$ cat src/rtl/pipelined_addsub_pkg.sv
// Shared definitions for the pipelined add/sub ALU: default geometry and the result bundle.
// No logic; pure types and constants.
// Not applicable (no handshake here).
package pipelined_addsub_pkg;

   localparam int DEF_WIDTH  = 32;
   localparam int DEF_GROUP  = 4;
   localparam int DEF_STAGES = 2;
   localparam int SLICE      = DEF_WIDTH / DEF_STAGES;

   // Result bundle as seen by ALU consumers; field order matches {sum, cout, ovf, zero}.
   typedef struct packed {
      logic [DEF_WIDTH-1:0] sum;
      logic                 cout;
      logic                 ovf;
      logic                 zero;
   } res_t;

endpackage

$ cat src/rtl/pipelined_addsub_if.sv
// Operand/result handshake bundle for the pipelined add/sub unit.
// Wires only; no latency.
// Valid/ready on both the operand side and the result side.
interface pipelined_addsub_if
   import pipelined_addsub_pkg::*;
#(
   parameter int WIDTH = DEF_WIDTH
) ();

   logic             in_valid;
   logic             in_ready;
   logic [WIDTH-1:0] a;
   logic [WIDTH-1:0] b;
   logic             sub;
   logic             out_valid;
   logic             out_ready;
   logic [WIDTH-1:0] sum;
   logic             cout;
   logic             ovf;
   logic             zero;

   modport master (
      output in_valid, a, b, sub, out_ready,
      input  in_ready, out_valid, sum, cout, ovf, zero
   );

   modport slave (
      input  in_valid, a, b, sub, out_ready,
      output in_ready, out_valid, sum, cout, ovf, zero
   );

endinterface

$ cat src/rtl/pipelined_addsub_cla_group.sv
// GROUP-bit carry-lookahead adder cell: flat generate/propagate carries, no internal ripple.
// Purely combinational.
// No handshake.
module cla_group #(
   parameter int GROUP = 4
) (
   input  logic [GROUP-1:0] a,
   input  logic [GROUP-1:0] b,
   input  logic             cin,
   output logic [GROUP-1:0] sum,
   output logic             cout,
   output logic             c_msb
);

   logic [GROUP-1:0] g;
   logic [GROUP-1:0] p;
   logic [GROUP:0]   c;
   logic             term;
   logic             acc;

   assign g = a & b;
   assign p = a ^ b;

   // Each carry is an explicit sum of products of g/p terms, so depth stays flat across the group.
   always_comb begin
      c    = '0;
      term = 1'b0;
      acc  = 1'b0;
      c[0] = cin;
      for (int i = 0; i < GROUP; i++) begin
         acc = cin;
         for (int k = 0; k <= i; k++) begin
            acc = acc & p[k];
         end
         for (int j = 0; j <= i; j++) begin
            term = g[j];
            for (int k = j + 1; k <= i; k++) begin
               term = term & p[k];
            end
            acc = acc | term;
         end
         c[i+1] = acc;
      end
   end

   assign sum   = p ^ c[GROUP-1:0];
   assign cout  = c[GROUP];
   assign c_msb = c[GROUP-1];

endmodule

$ cat src/rtl/pipelined_addsub.sv
// Pipelined two's-complement add/sub: one WIDTH/STAGES slice per stage, slice carry registered.
// Latency STAGES cycles, throughput one beat per cycle.
// Per-stage ready = !valid || downstream ready; in_ready is combinational from out_ready.
module pipelined_addsub
   import pipelined_addsub_pkg::*;
#(
   parameter int WIDTH  = DEF_WIDTH,
   parameter int GROUP  = DEF_GROUP,
   parameter int STAGES = DEF_STAGES
) (
   input logic               clk,
   input logic               rst,
   pipelined_addsub_if.slave bus
);

   localparam int SW   = (STAGES > 0) ? WIDTH / STAGES : WIDTH;
   localparam int NGRP = (GROUP > 0) ? SW / GROUP : 1;
   localparam bit BAD  = (STAGES < 1 || GROUP < 1) ? 1'b1 : ((WIDTH % (STAGES * GROUP)) != 0);

   if (BAD) begin : g_bad_params
      $error("pipelined_addsub: WIDTH must be a multiple of STAGES*GROUP with STAGES>=1, GROUP>=1");
   end

   // Per-stage pipeline state. a/b/sub are the skewed operands for the slices not yet added;
   // sum_r holds the completed lower slices; c_r is the carry out of the slice just added.
   logic [STAGES-1:0] v;
   logic [WIDTH-1:0]  a_r   [STAGES];
   logic [WIDTH-1:0]  b_r   [STAGES];
   logic [WIDTH-1:0]  sum_r [STAGES];
   logic              sub_r [STAGES];
   logic              c_r   [STAGES];
   logic              cout_r;
   logic              ovf_r;
   logic              zero_r;

   // Stage inputs: from the interface for stage 0, from the previous register otherwise.
   logic [STAGES-1:0] v_in;
   logic [STAGES-1:0] c_in;
   logic [STAGES-1:0] sub_in;
   logic [WIDTH-1:0]  a_in  [STAGES];
   logic [WIDTH-1:0]  b_in  [STAGES];
   logic [WIDTH-1:0]  s_in  [STAGES];
   logic [WIDTH-1:0]  s_nxt [STAGES];

   logic [STAGES-1:0][SW-1:0] st_sum;
   logic [STAGES-1:0]         st_cout;
   logic                      grp_cmsb [STAGES][NGRP];
   logic [STAGES:0]           rdy;

   // Backpressure chain: an empty stage always accepts, so bubbles collapse under a stall.
   always_comb begin
      rdy         = '0;
      rdy[STAGES] = bus.out_ready;
      for (int k = STAGES - 1; k >= 0; k--) begin
         rdy[k] = ~v[k] | rdy[k+1];
      end
   end

   // Route each stage's operands/carry and merge its slice into the running sum.
   always_comb begin
      v_in      = '0;
      c_in      = '0;
      sub_in    = '0;
      v_in[0]   = bus.in_valid;
      c_in[0]   = bus.sub;
      sub_in[0] = bus.sub;
      a_in[0]   = bus.a;
      b_in[0]   = bus.b;
      s_in[0]   = '0;
      for (int k = 1; k < STAGES; k++) begin
         v_in[k]   = v[k-1];
         c_in[k]   = c_r[k-1];
         sub_in[k] = sub_r[k-1];
         a_in[k]   = a_r[k-1];
         b_in[k]   = b_r[k-1];
         s_in[k]   = sum_r[k-1];
      end
      for (int k = 0; k < STAGES; k++) begin
         s_nxt[k]               = s_in[k];
         s_nxt[k][k*SW +: SW]   = st_sum[k];
      end
   end

   // Slice adders: NGRP lookahead groups per stage, rippling group to group.
   for (genvar k = 0; k < STAGES; k++) begin : g_stage
      for (genvar j = 0; j < NGRP; j++) begin : g_grp
         localparam int LO = k * SW + j * GROUP;
         logic ci;
         logic co;
         if (j == 0) begin : g_cin_first
            assign ci = c_in[k];
         end else begin : g_cin_chain
            assign ci = g_grp[j-1].co;
         end
         cla_group #(.GROUP(GROUP)) u_cla (
            .a     (a_in[k][LO +: GROUP]),
            .b     (b_in[k][LO +: GROUP] ^ {GROUP{sub_in[k]}}),
            .cin   (ci),
            .sum   (st_sum[k][j*GROUP +: GROUP]),
            .cout  (co),
            .c_msb (grp_cmsb[k][j])
         );
      end
      assign st_cout[k] = g_grp[NGRP-1].co;
   end

   // Advance each stage when it can accept; data registers only load on a valid beat and
   // hold otherwise. Flags are formed from the final stage and registered alongside sum.
   always_ff @(posedge clk) begin
      if (rst) begin
         v      <= '0;
         cout_r <= 1'b0;
         ovf_r  <= 1'b0;
         zero_r <= 1'b0;
         for (int k = 0; k < STAGES; k++) begin
            a_r[k]   <= '0;
            b_r[k]   <= '0;
            sum_r[k] <= '0;
            sub_r[k] <= 1'b0;
            c_r[k]   <= 1'b0;
         end
      end else begin
         for (int k = 0; k < STAGES; k++) begin
            if (rdy[k]) begin
               v[k] <= v_in[k];
               if (v_in[k]) begin
                  a_r[k]   <= a_in[k];
                  b_r[k]   <= b_in[k];
                  sub_r[k] <= sub_in[k];
                  sum_r[k] <= s_nxt[k];
                  c_r[k]   <= st_cout[k];
               end
            end
         end
         if (rdy[STAGES-1] && v_in[STAGES-1]) begin
            cout_r <= st_cout[STAGES-1];
            ovf_r  <= grp_cmsb[STAGES-1][NGRP-1] ^ st_cout[STAGES-1];
            zero_r <= ~|s_nxt[STAGES-1];
         end
      end
   end

   // Neither side transfers while reset is asserted.
   assign bus.in_ready  = rdy[0] & ~rst;
   assign bus.out_valid = v[STAGES-1] & ~rst;
   assign bus.sum       = sum_r[STAGES-1];
   assign bus.cout      = cout_r;
   assign bus.ovf       = ovf_r;
   assign bus.zero      = zero_r;

endmodule

$ cat src/flat_wrapper.sv
// flat-port wrapper written by rule: the top's interface ports become plain ports
module pipelined_addsub_flat import pipelined_addsub_pkg::*;
#(
   parameter int WIDTH  = DEF_WIDTH,
   parameter int GROUP  = DEF_GROUP,
   parameter int STAGES = DEF_STAGES
)
  (clk, rst, bus_in_valid, bus_a, bus_b, bus_sub, bus_out_ready, bus_in_ready, bus_out_valid, bus_sum, bus_cout, bus_ovf, bus_zero);
  pipelined_addsub_if #(.WIDTH(WIDTH)) bus_i ();
  input logic clk;
  input logic rst;
  input wire logic [$bits(bus_i.in_valid)-1:0] bus_in_valid;
  input wire logic [$bits(bus_i.a)-1:0] bus_a;
  input wire logic [$bits(bus_i.b)-1:0] bus_b;
  input wire logic [$bits(bus_i.sub)-1:0] bus_sub;
  input wire logic [$bits(bus_i.out_ready)-1:0] bus_out_ready;
  output wire logic [$bits(bus_i.in_ready)-1:0] bus_in_ready;
  output wire logic [$bits(bus_i.out_valid)-1:0] bus_out_valid;
  output wire logic [$bits(bus_i.sum)-1:0] bus_sum;
  output wire logic [$bits(bus_i.cout)-1:0] bus_cout;
  output wire logic [$bits(bus_i.ovf)-1:0] bus_ovf;
  output wire logic [$bits(bus_i.zero)-1:0] bus_zero;
  assign bus_i.in_valid = bus_in_valid;
  assign bus_i.a = bus_a;
  assign bus_i.b = bus_b;
  assign bus_i.sub = bus_sub;
  assign bus_i.out_ready = bus_out_ready;
  assign bus_in_ready = bus_i.in_ready;
  assign bus_out_valid = bus_i.out_valid;
  assign bus_sum = bus_i.sum;
  assign bus_cout = bus_i.cout;
  assign bus_ovf = bus_i.ovf;
  assign bus_zero = bus_i.zero;
  pipelined_addsub #(.WIDTH(WIDTH), .GROUP(GROUP), .STAGES(STAGES)) u_core (.clk(clk), .rst(rst), .bus(bus_i));
endmodule
$ cat config.mk
export PLATFORM = sky130hd
export DESIGN_NAME = pipelined_addsub_flat
export DESIGN_NICKNAME = d
export VERILOG_FILES = /design/src/rtl/pipelined_addsub_pkg.sv /design/src/rtl/pipelined_addsub_if.sv /design/src/rtl/pipelined_addsub_cla_group.sv /design/src/rtl/pipelined_addsub.sv /design/src/flat_wrapper.sv
export SDC_FILE = /design/constraint.sdc
export NUM_CORES = 1
export LEC_CHECK = 0
export BUFFER_PORTS_ARGS = -buffer_cell sky130_fd_sc_hd__buf_2
export CAP_MARGIN = 20
export CORE_MARGIN = 10
export CORE_UTILIZATION = 26
export DETAILED_ROUTE_END_ITERATION = 6
export PLACE_DENSITY = 0.48
export SETUP_SLACK_MARGIN = 0.05
export SLEW_MARGIN = 0
export SYNTH_ARGS = -nofsm -noshare
export SYNTH_HDL_FRONTEND = slang
export SYNTH_SLANG_ARGS = --single-unit
$ cat constraint.sdc
create_clock -name clk -period 9.7 [get_ports clk]
set_input_delay 0.97 -clock clk [delete_from_list [all_inputs] [get_ports clk]]
set_output_delay 0.97 -clock clk [all_outputs]
set_load 0.1 [all_outputs]
=== Word-level counts from Yosys, hierarchy flattened ===
Memory sizes are Yosys's and may differ from the RTL's.
Index checks and enable logic that the tools add are counted.

* Bitwise logic cells: 210
* Mux-type cells: 20
* Reductions and logical operators: 3

{| class="wikitable"
|+ Operators by type and width
! cell !! count
|-
| $mux W32 || 6
|-
| $xor A4 B4 Y4 || 24
|-
| $or A1 B1 Y1 || 92
|-
| $and A1 B1 Y1 || 82
|-
| $and A4 B4 Y4 || 8
|-
| $reduce_or A32 Y1 || 1
|-
| $mux W1 || 14
|-
| $not A1 Y1 || 3
|-
| $logic_and A1 B1 Y1 || 1
|-
| $logic_not A1 Y1 || 1
|-
| $xor A1 B1 Y1 || 1
|}

* Bits in registers: 5
* Output and inout bits: 37
* Input port bits: 69
* Memories kept: 5
* Word-level logic and storage cells: 243
* Memory bits (writable): 196

{| class="wikitable"
|+ Memories
! name !! words !! width !! read ports !! clocked after Yosys merged registers in !! write ports !! RTL line !! source
|-
| u_core.a_r || 2 || 32 || 1 || 0 || 2 || pipelined_addsub.sv:27 || <nowiki>logic [WIDTH-1:0] a_r [STAGES];</nowiki>
|-
| u_core.b_r || 2 || 32 || 1 || 0 || 2 || pipelined_addsub.sv:28 || <nowiki>logic [WIDTH-1:0] b_r [STAGES];</nowiki>
|-
| u_core.sum_r || 2 || 32 || 2 || 0 || 2 || pipelined_addsub.sv:29 || <nowiki>logic [WIDTH-1:0] sum_r [STAGES];</nowiki>
|-
| u_core.c_r || 2 || 1 || 1 || 0 || 2 || pipelined_addsub.sv:31 || <nowiki>logic c_r [STAGES];</nowiki>
|-
| u_core.sub_r || 2 || 1 || 1 || 0 || 2 || pipelined_addsub.sv:30 || <nowiki>logic sub_r [STAGES];</nowiki>
|}

=== Longest topological paths before layout ===
An unclocked memory read counts as a cell.

* Depth in word-level cells: 36
* Mapped depth: 24

=== Cells and area by module ===
A second synthesis with hierarchy kept.

* Cell total of the unflattened synthesis: 387
* Area, all modules: 4968.5 um^2

{| class="wikitable"
|+ Modules (own cells, without submodules)
! module !! area each (um^2) !! times used !! cells each
|-
| pipelined_addsub || 3608.5 || 1 || 247
|-
| cla_group (u_core.g_stage[0].g_grp[3].u_cla ...) || 177.7 || 5 || 19
|-
| cla_group (u_core.g_stage[0].g_grp[0].u_cla ...) || 162.7 || 2 || 15
|-
| cla_group (u_core.g_stage[0].g_grp[2].u_cla) || 146.4 || 1 || 15
|}

=== Worst setup path after synthesis ===
Ideal clock, no wire load.

* Path type: flip-flop to flip-flop
* Start point: memory u_core.sub_r[0]
* End point: register u_core.zero_r (netlist: u_core.bus.zero)
* Cell stages (with the launch flop): 23
* Setup slack: 4.479 ns
* Required time: 9.615 ns
* Data arrival time: 5.136 ns
* Library setup time: 0.085 ns
* Path through: edfxtp_1 -> clkbuf_1 -> xor2_1 -> ha_1 -> ha_1 -> o211ai_1 -> nand3b_1 -> and2_1 -> or2_1 -> ha_1 -> o211ai_1 -> nand3b_1 -> and2_1 -> or2_1 -> ha_1 -> o211ai_1 -> nand3b_1 -> a21o_1 -> fa_1 -> and4bb_1 -> nand4_2 -> or4_1 -> o22ai_2

* Elaborated cells between the ends (all ways): 91
* Classes of those cells: bitwise (88); reduce/logical (2); memory (1)

{| class="wikitable"
|+ RTL lines
! item !! RTL line !! source
|-
| start, declared || pipelined_addsub.sv:30 ||
|-
| $mem_v2 Z2 W1 (*) || - ||
|-
| $xor A4 B4 Y4 || pipelined_addsub.sv:97 || <nowiki>.b (b_in[k][LO +: GROUP] ^ {GROUP{sub_in[k]}}),</nowiki>
|-
| $xor A4 B4 Y4 || pipelined_addsub_cla_group.sv:22 || <nowiki>assign p = a ^ b;</nowiki>
|-
| $and A1 B1 Y1 (4 in a row) || pipelined_addsub_cla_group.sv:33 || <nowiki>acc = acc & p[k];</nowiki>
|-
| $or A1 B1 Y1 (4 in a row) || pipelined_addsub_cla_group.sv:40 || <nowiki>acc = acc | term;</nowiki>
|-
| $and A1 B1 Y1 (4 in a row) || pipelined_addsub_cla_group.sv:33 ||
|-
| $or A1 B1 Y1 (4 in a row) || pipelined_addsub_cla_group.sv:40 ||
|-
| $and A1 B1 Y1 (4 in a row) || pipelined_addsub_cla_group.sv:33 ||
|-
| $or A1 B1 Y1 (4 in a row) || pipelined_addsub_cla_group.sv:40 ||
|-
| $xor A4 B4 Y4 (*) || pipelined_addsub_cla_group.sv:46 || <nowiki>assign sum = p ^ c[GROUP-1:0];</nowiki>
|-
| via u_core.g_stage[1].g_grp[3].u_cla.sum[0] || pipelined_addsub_cla_group.sv:10 || <nowiki>output logic [GROUP-1:0] sum,</nowiki>
|-
| $reduce_or A32 Y1 (*) || pipelined_addsub.sv:138 || <nowiki>zero_r <= ~|s_nxt[STAGES-1];</nowiki>
|-
| $logic_not A1 Y1 (*) || pipelined_addsub.sv:138 ||
|-
| end signal, assigned || pipelined_addsub.sv:138 ||
|-
| end, declared || pipelined_addsub.sv:34 || <nowiki>logic zero_r;</nowiki>
|}

Mark *: on every way through the listed nets, which the timed path passes. The rest lies on a longest branch.
A chain may end at the register's enable or synchronous reset.

=== Final worst setup path ===
Ends and elaborated chain as after synthesis.

==> Implementation_results.wiki <==
{| class="wikitable"
! Metric !! Value
|-
| Result of the run || finished clean
|-
| Tightest Pin Transition || 0.6150 ns
|-
| Cts hold-fix bufs || 0
|-
| Final period util || 0.5813
|-
| Final count of negative-setup-slack endpoints || 0
|-
| Worst IR drop on VDD || 0.0001203 V
|-
| Static power due to leakage || 2.622 nW
|-
| Gpl congestion || 0.7979
|-
| Clock tree root driver cell || sky130_fd_sc_hd__clkbuf_16
|-
| Critical Path Slowest Stage Cell || sky130_fd_sc_hd__fa_1
|-
| Number of design-rule violations left by the first detailed-router iteration || 86
|-
| Vias || 2,971
|-
| Seq/Total Area, Yosys || 0.5381
|-
| Max-slew violation count || 0
|-
| Number of flip-flops and latches in the synthesized netlist || 87
|-
| Vias in the first global route || 3,338
|-
| Clk sinks || 87
|-
| Worst R2R Start || u_core.sub_r[0]
|-
| Summed instance area of the synthesized netlist || 0.004762 mm^2
|-
| Area contributors post-synth || sky130_fd_sc_hd__edfxtp_1 52%, sky130_fd_sc_hd__ha_1 11%, sky130_fd_sc_hd__xor2_1 7.2%
|-
| Nature of the critical path startpoint || flop
|-
| Clk buf depth || 2
|-
| Total count of hold-check failures in the final report || 0
|-
| Type of element capturing the critical path || flop
|-
| Post-synth top flop || sky130_fd_sc_hd__edfxtp_1
|-
| Hold-critical path endpoint || u_core.bus.ovf
|-
| TritonCTS clock tree || yes
|-
| Clock-pin slew reported for the worst setup and hold paths after clock tree synthesis || 0.07 ns
|-
| Cell taking the most area after synthesis || sky130_fd_sc_hd__edfxtp_1
|-
| Number of flops mapped to enable cells by yosys || 82
|-
| Number of instances in the synthesized netlist || 379
|-
| Number of nets with antenna violations after detailed routing || 0
|-
| Syn Area/Cell || 12.56 um^2
|-
| Total power consumption of the routed design || 1.155 mW
|-
| Most instantiated library cell after synthesis || sky130_fd_sc_hd__edfxtp_1
|-
| Destination of the worst register-to-register timing path || u_core.bus.zero
|-
| Post-route clock skew || 0.009729 ns
|-
| Die Y || 155.3 um
|-
| Post-synthesis to final-layout area growth || 23.36%
|-
| Distinct cell type count of the synthesized netlist || 37
|-
| Wire per inst || 15.20 um
|-
| Ordered cell list for the critical path || buf_4 > xor2_1 > ha_1 > ha_1 > o211ai_1 > nand3b_1 > and2_1 > or2_1 > ha_1 > o211ai_1 > nand3b_1 > and2_1 > or2_1 > ha_1 > o211ai_1 > nand3b_1 > a21o_1 > fa_1 > and4bb_1 > nand4_2 > or4_1 > o22ai_2
|-
| Cells on worst reg2reg path || 22
|-
| Worst setup startpoint || u_core.sub_r[0]
|-
| Count of cells along the worst hold path || 2
|-
| Minimum period implied by the final worst setup slack || 5.638 ns
|-
| Setup TNS || 0 ns
|-
| Post-CTS setup buffer count || 0
|-
| Critical Path AT || 5.91 ns
|-
| Overall track demand over capacity in global routing || 0.09458
|-
| Power density over the cells || 196.6 mW/mm^2
|-
| Area fraction of the dominant cell type after synthesis || 0.5171
|-
| Highest Clock Rate || 177.4 MHz
|-
| Maximum number of pins on one net before global-route repair || 52
|-
| Worst hold path type || flop to flop
|-
| DR vias/cell || 4.121
|-
| Critical-path maximum fanout || 16
|-
| Most numerous cell on the critical path || sky130_fd_sc_hd__ha_1
|-
| Antenna diodes || 0
|-
| Slew headroom || 0.5900
|-
| Worst skew pair latency || 0.34 ns
|-
| Most used standard cells in the synthesized netlist || 82 x sky130_fd_sc_hd__edfxtp_1, 53 x sky130_fd_sc_hd__and2_1, 40 x sky130_fd_sc_hd__ha_1
|-
| Max stage delay on crit path || 0.54 ns
|-
| Reg2Reg Setup Slack || 4.06 ns
|-
| Reported max-cap violation count || 0
|-
| Number of search-and-repair iterations in the first detailed-routing pass || 4
|-
| Clock H-tree levels || 3
|-
| Count of yosys warnings during synthesis || 0
|-
| Count of port buffers added during placement || 105
|-
| Critical path start-end classification || flop to flop
|-
| Asr flop ratio synth || 0
|-
| Total core area || 0.01796 mm^2
|-
| Number of cell rows || 49
|-
| Post-CTS Resized || 0
|-
| Total number of nets in the final design || 603
|-
| Floorplan die width || 155.3 um
|-
| Share of post-route cells with drive strength above 1 || 0.2785
|-
| Setup repair after global routing missed its margin || no
|-
| Worst hold start || u_core.bus.ovf
|-
| Antenna violations before repair || 0
|-
| Top Ports || 106
|-
| Number of buffers inserted during clock tree synthesis || 9
|-
| Crit path required time || 9.97 ns
|-
| Detailed Route WL || 10,960 um
|-
| Initial Util || 0.2651
|-
| Half-perimeter wire length of the detailed placement result || 8869 um
|-
| Layout filler cell count || 1,795
|-
| Net count of the mapped netlist || 495
|-
| Total Die Area || 0.02413 mm^2
|-
| Number of design rule violations left after detail routing || 0
|-
| Remaining global-route overflow || 0
|-
| Global-route wire length before repair || 17,770 um
|}
## cell type report
class	instances	area, um^2	area share
sequential	87	2562	0.4362
inverter	19	71.32	0.01214
tap	229	286.5	0.04878
clock inverter	7	72.57	0.01235
timing repair buffer	110	575.6	0.09798
clock buffer	9	225.2	0.03834
multi-input combinational	260	2081	0.3542
## power breakdown
part | switching [mW] | internal [mW]
sequential | 0.0149 | 0.456
combinational | 0.239 | 0.100
clock | 0.145 | 0.200
total | 0.399 | 0.756
## state kept, by name (all words and copies together) (netlist names), 2 cells and up
name and count:
u_core.a_r 16, u_core.b_r 16, u_core.sum_r 48, u_core.v 2
## how the worst max path moves through the flow
stage,slack (ns),end
3_3_place_gp,4.20,u_core.bus.zero
3_5_place_dp,4.10,u_core.bus.zero
4_1_cts,4.06,u_core.bus.zero
5_1_grt,3.66,u_core.bus.zero
2_1_floorplan,4.48,u_core.bus.zero
6_report,4.06,u_core.bus.zero
## layout by cell type, fill, tap and decap left out, drive strengths merged, types with 8 or more instances in the layout
cell	n
ha	40
buf	110
nor2	34
edfxtp	82
o21a	9
o211ai	8
clkbuf	9
and2	53
inv	20
xor2	39
xnor2	9
## worst max-delay path, delay by kind of cell (launching register included)
kind | cells | cell delay (ns)
AOI/OAI and AO/OA | 5 | 1.07
buffers and inverters | 1 | 0.24
and+or+nand+nor | 10 | 2.18
adders and majority gates | 5 | 1.52
DFF | 1 | 0.36
xor gates and xnor gates | 1 | 0.20
## routing by layer
metal | GRT usage | share of wire | vias up
met5 | 0 | 0 | -
met4 | 0.04055 | 0.018 | 0
met3 | 0.03060 | 0.059 | 13
met2 | 0.1487 | 0.47 | 61
met1 | 0.1163 | 0.46 | 1369
li1 | - | - | 1528
## through the flow
stage | std cells | utilization | area [um^2] | setup WS (ns) | hold slack [ns]
floorplan | 379 | - | 4762 | 4.479 | 0.5191
detailed placement | 705 | 0.3104 | 5577 | 4.098 | 0.5010
global route | 721 | 0.3270 | 5874 | 3.658 | 0.5348
CTS | 721 | 0.3270 | 5874 | 4.064 | 0.5099
global placement | 704 | 0.3093 | 5557 | 4.198 | 0.4978
finish | 721 | 0.3270 | 5874 | 4.062 | 0.5102
## cells by family (layout without fill, tap and decap cells)
family                   after synthesis  after routing  share of synthesized area
AND/OR/NAND/NOR                      129            129                     0.1532
flip-flops                            87             87                     0.5381
XOR/XNOR                              48             48                    0.08828
adder cells (fa/ha/maj)               47             47                     0.1345
AO/OA/AOI/OAI                         34             34                    0.05570
buffers and inverters                 32            145                    0.02601
multiplexers                           2              2                   0.004204
No activity file was read; power rests on OpenSTA's default activity.
